$ cat src/rtl/imem_fetch_ctrl_pkg.sv
// Shared definitions for the instruction fetch controller: word size, reset PC
// and the fetch FSM state encoding.
package imem_fetch_ctrl_pkg;

  localparam int          DEFAULT_WORD_SIZE = 32;
  localparam logic [63:0] DEFAULT_RESET_PC  = 64'd0;

  typedef enum logic [1:0] {
    BOOT   = 2'd0,
    FETCH  = 2'd1,
    HALTED = 2'd2
  } fetch_state_t;

endpackage

$ cat src/rtl/imem_fetch_ctrl_if.sv
// Fetch controller bus: instruction memory port, decode handshake and the
// redirect/halt controls coming back from the pipeline.
interface imem_fetch_ctrl_if
  import imem_fetch_ctrl_pkg::*;
#(
  parameter int WORD_SIZE = DEFAULT_WORD_SIZE
);

  logic [WORD_SIZE-1:0] imem_addr;
  logic [31:0]          imem_data;
  logic                 ins_valid;
  logic                 ins_ready;
  logic [31:0]          ins_word;
  logic [WORD_SIZE-1:0] ins_pc;
  logic                 redirect;
  logic [WORD_SIZE-1:0] redirect_pc;
  logic                 halt;

  modport master (
    output imem_addr,
    input  imem_data,
    output ins_valid,
    input  ins_ready,
    output ins_word,
    output ins_pc,
    input  redirect,
    input  redirect_pc,
    input  halt
  );

  modport slave (
    input  imem_addr,
    output imem_data,
    input  ins_valid,
    output ins_ready,
    input  ins_word,
    input  ins_pc,
    output redirect,
    output redirect_pc,
    output halt
  );

endinterface

$ cat src/rtl/imem_fetch_ctrl_fetch_queue.sv
// Small circular instruction queue with push/pop/flush. The head is read out of
// storage registers; an empty queue presents zero on rdata.
module fetch_queue
  import imem_fetch_ctrl_pkg::*;
#(
  parameter int  DEPTH = 2,
  parameter int  WIDTH = 64,
  localparam int AW    = $clog2(DEPTH),
  localparam int CW    = AW + 1
) (
  input  logic             clk,
  input  logic             rst_n,
  input  logic             push,
  input  logic             pop,
  input  logic             flush,
  input  logic [WIDTH-1:0] wdata,
  output logic [WIDTH-1:0] rdata,
  output logic             full,
  output logic             empty,
  output logic [CW-1:0]    count
);

  logic [WIDTH-1:0] mem [DEPTH];
  logic [AW-1:0]    wr_ptr;
  logic [AW-1:0]    rd_ptr;
  logic [CW-1:0]    count_q;
  logic             do_push;
  logic             do_pop;

  assign full    = (count_q == CW'(DEPTH));
  assign empty   = (count_q == '0);
  assign do_pop  = pop && !empty && !flush;
  assign do_push = push && (!full || do_pop) && !flush;

  always_ff @(posedge clk or negedge rst_n) begin
    if (!rst_n) begin
      wr_ptr  <= '0;
      rd_ptr  <= '0;
      count_q <= '0;
    end else if (flush) begin
      wr_ptr  <= '0;
      rd_ptr  <= '0;
      count_q <= '0;
    end else begin
      if (do_push) wr_ptr <= wr_ptr + AW'(1);
      if (do_pop)  rd_ptr <= rd_ptr + AW'(1);
      case ({do_push, do_pop})
        2'b10:   count_q <= count_q + CW'(1);
        2'b01:   count_q <= count_q - CW'(1);
        default: count_q <= count_q;
      endcase
    end
  end

  // storage is deliberately unreset; pointers and count define what is live
  always_ff @(posedge clk) begin
    if (do_push) mem[wr_ptr] <= wdata;
  end

  assign rdata = empty ? '0 : mem[rd_ptr];
  assign count = count_q;

endmodule

$ cat src/rtl/imem_fetch_ctrl.sv
// Instruction fetch controller: boot/fetch/halt sequencing, fetch PC with
// redirect, and a decoupling queue towards decode.
//
// state  | meaning
// BOOT   | first cycle after reset, no fetch
// FETCH  | pushing one instruction per cycle while queue has room
// HALTED | no new fetches, queue drains, redirects still accepted
module imem_fetch_ctrl
  import imem_fetch_ctrl_pkg::*;
#(
  parameter int                   WORD_SIZE = DEFAULT_WORD_SIZE,
  parameter int                   QDEPTH    = 2,
  parameter logic [WORD_SIZE-1:0] RESET_PC  = WORD_SIZE'(DEFAULT_RESET_PC)
) (
  input  logic                 clk,
  input  logic                 rst_n,
  imem_fetch_ctrl_if.master    bus,
  output logic [1:0]           fsm_state
);

  localparam int QW = 32 + WORD_SIZE;
  localparam int CW = $clog2(QDEPTH) + 1;

  fetch_state_t         state_q;
  fetch_state_t         state_d;
  logic [WORD_SIZE-1:0] fetch_pc;
  logic                 flush;
  logic                 pop_fire;
  logic                 push_en;
  logic                 q_full;
  logic                 q_empty;
  logic [CW-1:0]        q_count;
  logic [QW-1:0]        q_rdata;

  always_ff @(posedge clk or negedge rst_n) begin
    if (!rst_n) state_q <= BOOT;
    else        state_q <= state_d;
  end

  always_comb begin
    state_d  = state_q;
    flush    = 1'b0;
    pop_fire = 1'b0;
    push_en  = 1'b0;
    case (state_q)
      BOOT:    state_d = FETCH;
      FETCH:   if (bus.halt) state_d = HALTED;
      HALTED:  if (!bus.halt) state_d = FETCH;
      default: state_d = BOOT;
    endcase
    // redirect wins over both push and pop; in BOOT it is dropped entirely
    flush    = bus.redirect && (state_q != BOOT);
    pop_fire = bus.ins_ready && !q_empty && !flush;
    push_en  = (state_q == FETCH) && !bus.halt && !bus.redirect &&
               (!q_full || pop_fire);
  end

  always_ff @(posedge clk or negedge rst_n) begin
    if (!rst_n)       fetch_pc <= RESET_PC;
    else if (flush)   fetch_pc <= bus.redirect_pc;
    else if (push_en) fetch_pc <= fetch_pc + WORD_SIZE'(1);
  end

  fetch_queue #(
    .DEPTH (QDEPTH),
    .WIDTH (QW)
  ) u_queue (
    .clk   (clk),
    .rst_n (rst_n),
    .push  (push_en),
    .pop   (pop_fire),
    .flush (flush),
    .wdata ({bus.imem_data, fetch_pc}),
    .rdata (q_rdata),
    .full  (q_full),
    .empty (q_empty),
    .count (q_count)
  );

  assign bus.imem_addr             = fetch_pc;
  assign bus.ins_valid             = (q_count != '0);
  assign {bus.ins_word, bus.ins_pc} = q_rdata;
  assign fsm_state                 = state_q;

endmodule

$ cat src/flat_wrapper.sv
// flat-port wrapper written by rule: the top's interface ports become plain ports
module imem_fetch_ctrl_flat import imem_fetch_ctrl_pkg::*;
#(
  parameter int                   WORD_SIZE = DEFAULT_WORD_SIZE,
  parameter int                   QDEPTH    = 2,
  parameter logic [WORD_SIZE-1:0] RESET_PC  = WORD_SIZE'(DEFAULT_RESET_PC)
)
  (clk, rst_n, fsm_state, bus_imem_addr, bus_imem_data, bus_ins_valid, bus_ins_ready, bus_ins_word, bus_ins_pc, bus_redirect, bus_redirect_pc, bus_halt);
  imem_fetch_ctrl_if #(.WORD_SIZE(WORD_SIZE)) bus_i ();
  input  logic clk;
  input  logic rst_n;
  output logic [1:0] fsm_state;
  output wire logic [$bits(bus_i.imem_addr)-1:0] bus_imem_addr;
  input wire logic [$bits(bus_i.imem_data)-1:0] bus_imem_data;
  output wire logic [$bits(bus_i.ins_valid)-1:0] bus_ins_valid;
  input wire logic [$bits(bus_i.ins_ready)-1:0] bus_ins_ready;
  output wire logic [$bits(bus_i.ins_word)-1:0] bus_ins_word;
  output wire logic [$bits(bus_i.ins_pc)-1:0] bus_ins_pc;
  input wire logic [$bits(bus_i.redirect)-1:0] bus_redirect;
  input wire logic [$bits(bus_i.redirect_pc)-1:0] bus_redirect_pc;
  input wire logic [$bits(bus_i.halt)-1:0] bus_halt;
  assign bus_imem_addr = bus_i.imem_addr;
  assign bus_i.imem_data = bus_imem_data;
  assign bus_ins_valid = bus_i.ins_valid;
  assign bus_i.ins_ready = bus_ins_ready;
  assign bus_ins_word = bus_i.ins_word;
  assign bus_ins_pc = bus_i.ins_pc;
  assign bus_i.redirect = bus_redirect;
  assign bus_i.redirect_pc = bus_redirect_pc;
  assign bus_i.halt = bus_halt;
  imem_fetch_ctrl #(.WORD_SIZE(WORD_SIZE), .QDEPTH(QDEPTH), .RESET_PC(RESET_PC)) u_core (.clk(clk), .rst_n(rst_n), .bus(bus_i), .fsm_state(fsm_state));
endmodule
$ cat config.mk
export PLATFORM = sky130hd
export DESIGN_NAME = imem_fetch_ctrl_flat
export DESIGN_NICKNAME = d
export VERILOG_FILES = /design/src/rtl/imem_fetch_ctrl_pkg.sv /design/src/rtl/imem_fetch_ctrl_if.sv /design/src/rtl/imem_fetch_ctrl_fetch_queue.sv /design/src/rtl/imem_fetch_ctrl.sv /design/src/flat_wrapper.sv
export SDC_FILE = /design/constraint.sdc
export NUM_CORES = 1
export LEC_CHECK = 0
export CORE_ASPECT_RATIO = 0.5
export CORE_MARGIN = 1.5
export CORE_UTILIZATION = 45
export CTS_BUF_LIST = sky130_fd_sc_hd__clkbuf_4 sky130_fd_sc_hd__clkbuf_8 sky130_fd_sc_hd__clkbuf_16
export CTS_CLUSTER_DIAMETER = 100
export DETAILED_ROUTE_END_ITERATION = 8
export PLACE_DENSITY = 0.77
export RECOVER_POWER = 50
export SKIP_LAST_GASP = 1
export SYNTH_ARGS = -nofsm -noshare
export SYNTH_HDL_FRONTEND = slang
export SYNTH_SLANG_ARGS = --single-unit
$ cat constraint.sdc
create_clock -name clk -period 4.63 [get_ports clk]
set_input_delay 0.463 -clock clk [delete_from_list [all_inputs] [get_ports clk]]
set_output_delay 0.463 -clock clk [all_outputs]
set_load 0.02 [all_outputs]
==> reports/summary.txt <==
Drt wl/cell: 17.4 um
Post-CTS setup buffer count: 0
Nets@finish: 746
Root buf cell: clkbuf_16
Post-synthesis sequential area ratio: 0.692
Outcome: finished with violations
Worst Setup Path Type: register to output port
Worst-path clk slew: 0.06 ns
Synth top area share: 0.555
Commonest cells post-synth: edfxtp_1 (128), nor2_1 (75), mux2i_1 (65)
Layout Cells excl Fill: 885
H-tree Lvls: 4
Final clock skew: 0.00850 ns
Post-synth ARST share: 0.229
Core area: 0.0147 mm2
PwrDens: 624 mW/mm2
GPL Wtd Cong: 0.778
Failing checks: capacitance limit, slew limit
Final Cycle Share: 0.683
Post-CTS Hold Buffers: 0
CTS Buf Count: 17
Crit start category: register
ANT cells: 0
Grt ovf: 0
Total GRT Usage: 0.200
Initial antenna violation count: 0
Final Critical Period: 3.16 ns
Final Core Density: 0.638
Worst slew pin tran: 2.17 ns
DIE HEIGHT: 90.8 um
Worst reg-to-reg setup slack: 1.79 ns
Routed WL: 15.4 mm
Placed cells: 854
DP HPWL: 10.3 mm
Fmax: 316 MHz
First-pass GRT wire length: 24.8 mm
Post-Syn Instances: 508
Fin. Hold Viols: 0
Worst path required time: 4.17 ns
CP Data Arrival Time: 2.70 ns
Critical R2R Capture: u_core.bus.imem_addr[31]
Starting Density: 0.470
Worst min path class: register to register
Maximum root-to-sink buffer count: 2
Critical path capture point type: output port
CTS sink count: 166
DIE WIDTH: 179 um
Synthesized flop and latch total: 166
First drt pass iteration count: 4
Hold endpoint: u_core.u_queue.mem[1][31]
CP max FO: 36
Syn Nets: 579
Largest net degree at the start of global routing: 65
Starting DRT DRC Count: 307
Hold_sp: u_core.bus.imem_addr[31]
Area contributors post-synth: edfxtp_1 (55%), dfrtp_1 (14%), mux2i_1 (9.4%)
FP Rows: 31
Clk_lat worst skew: 0.42 ns
Die area: 0.0162 mm2
Max-cap violations: 1
Rel. slew slack: -0.444
Pins over their slew limit: 39
Synthesis-to-finish area growth: 35.7%
Synth Flop Type: edfxtp_1
Syn. warnings: 0
Syn Area/Cell: 13.6 um2
Count leader, synth: edfxtp_1
Vias in the first global route: 4856
P_leak: 3.29 nW
Ports: 168
Synth cell types: 37
Worst vdd ir: 0.355 mV
Port bufs: 167
Final Setup Violations: 0
Hold-critical path depth: 0
Via/cell ratio: 5.17
Via count: 4572
TritonCTS clock tree: done
R2r startpoint: u_core.fsm_state[1]
Post-CTS Resized: 0
Synth area leader: edfxtp_1
Remaining DRCs: 0
Final setup TNS: 0 ns
Post-synth EDFFs: 128
Synth Cell Area: 0.00693 mm2
RSZ-0062 raised after global routing: no
Reg2Reg Depth: 5
Antenna-violating nets left: 0
Share of cells above drive strength 1: 0.0713
-- worst max-delay path, cell delays in order, from the launching register on --
cell and delay, ns:
dfrtp_1 0.46, nor2_4 0.63, buf_4 0.48, nor2_1 0.12, clkdlybuf4s50_1 0.56
-- where the power goes --
part / leakage, nW / switching (W) / internal (W) / total (W)
clock: 0.290 / 0.000581 / 0.000851 / 0.00143
sequential: 1.63 / 0.000354 / 0.00198 / 0.00233
combinational: 1.38 / 0.00117 / 0.000929 / 0.00210
-- worst max-delay path by stage --
| stage | start | to | slack, ns | depth (start not counted) |
|---|---|---|---|---|
| finish | u_core.u_queue.count[0] | bus_ins_pc[2] | 1.47 | 4 |
| global route | u_core.u_queue.count[0] | bus_ins_pc[14] | 1.30 | 4 |
| CTS | u_core.u_queue.count[0] | bus_ins_pc[14] | 1.43 | 4 |
| detailed placement | bus_redirect | u_core.u_queue.mem[0][36] | 1.37 | 5 |
| global placement | bus_redirect | u_core.bus.imem_addr[31] | 1.47 | 6 |
| floorplan | u_core.fsm_state[1] | u_core.u_queue.mem[0][0] | 0.21 | 4 |
-- sequential cells by signal, summed over array words and instances (netlist names) --
register	cells
u_core.u_queue.rd_ptr	1
u_core.u_queue.mem	128
u_core.bus.imem_addr	32
u_core.u_queue.count	2
u_core.fsm_state	2
u_core.u_queue.wr_ptr	1
-- logic make-up after synthesis --
group / Yosys count / share of synthesized area
xor gates and xnor gates: 29 / 0.0366
buffers and inverters: 28 / 0.0164
and+or+nand+nor: 177 / 0.124
muxes: 65 / 0.0939
AOI/OAI and AO/OA: 41 / 0.0336
adders and majority gates: 2 / 0.00361
DFF: 166 / 0.692
-- layout make-up --
class | count | area, um2
fill | 1125 | 5340
sequential | 166 | 4800
multi-input combinational | 314 | 2020
timing repair buffer | 174 | 1730
clock buffer | 17 | 425
tap | 198 | 248
clock inverter | 14 | 176
inverter | 2 | 7.51
-- per-layer routing --
layer  routed length [um]  GRT usage  up-vias
met2                 8180      0.359       98
met3                  616     0.0324       19
li1                     -          -     2186
met4                  208     0.0694        0
met1                 6430      0.244     2269
met5                    0          0        -
-- per-stage QoR --
| step | cell area [um2] | setup WS (ns) | power, W | hold slack [ns] |
|---|---|---|---|---|
| floorplan | 6930 | 0.207 | 0.00346 | 0.167 |
| global placement | 8830 | 1.47 | 0.00450 | 0.519 |
| detailed placement | 8830 | 1.37 | 0.00455 | 0.527 |
| CTS | 9430 | 1.43 | 0.00598 | 0.198 |
| global route | 9400 | 1.30 | 0.00614 | 0.566 |
| finish | 9400 | 1.47 | 0.00587 | 0.531 |
-- layout by cell type (no fill, tap or decap), drive strengths merged --
| cell type | instances |
|---|---|
| a211oi | 1 |
| a21oi | 3 |
| a31oi | 1 |
| and2 | 3 |
| and3 | 10 |
| and4 | 3 |
| buf | 7 |
| bufinv | 3 |
| clkbuf | 18 |
| clkdlybuf4s50 | 99 |
| clkinv | 6 |
| clkinvlp | 2 |
| dfrtp | 38 |
| dlygate4sd3 | 67 |
| edfxtp | 128 |
| ha | 2 |
| inv | 5 |
| mux2i | 65 |
| nand2 | 39 |
| nand3 | 16 |
| nand4 | 15 |
| nor2 | 75 |
| nor3 | 7 |
| nor3b | 1 |
| nor4b | 1 |
| o211ai | 3 |
| o21a | 2 |
| o21ai | 29 |
| o311ai | 2 |
| or3 | 4 |
| or4 | 2 |
| or4b | 1 |
| xnor2 | 8 |
| xor2 | 21 |
Power figures use the tool's default switching activity.
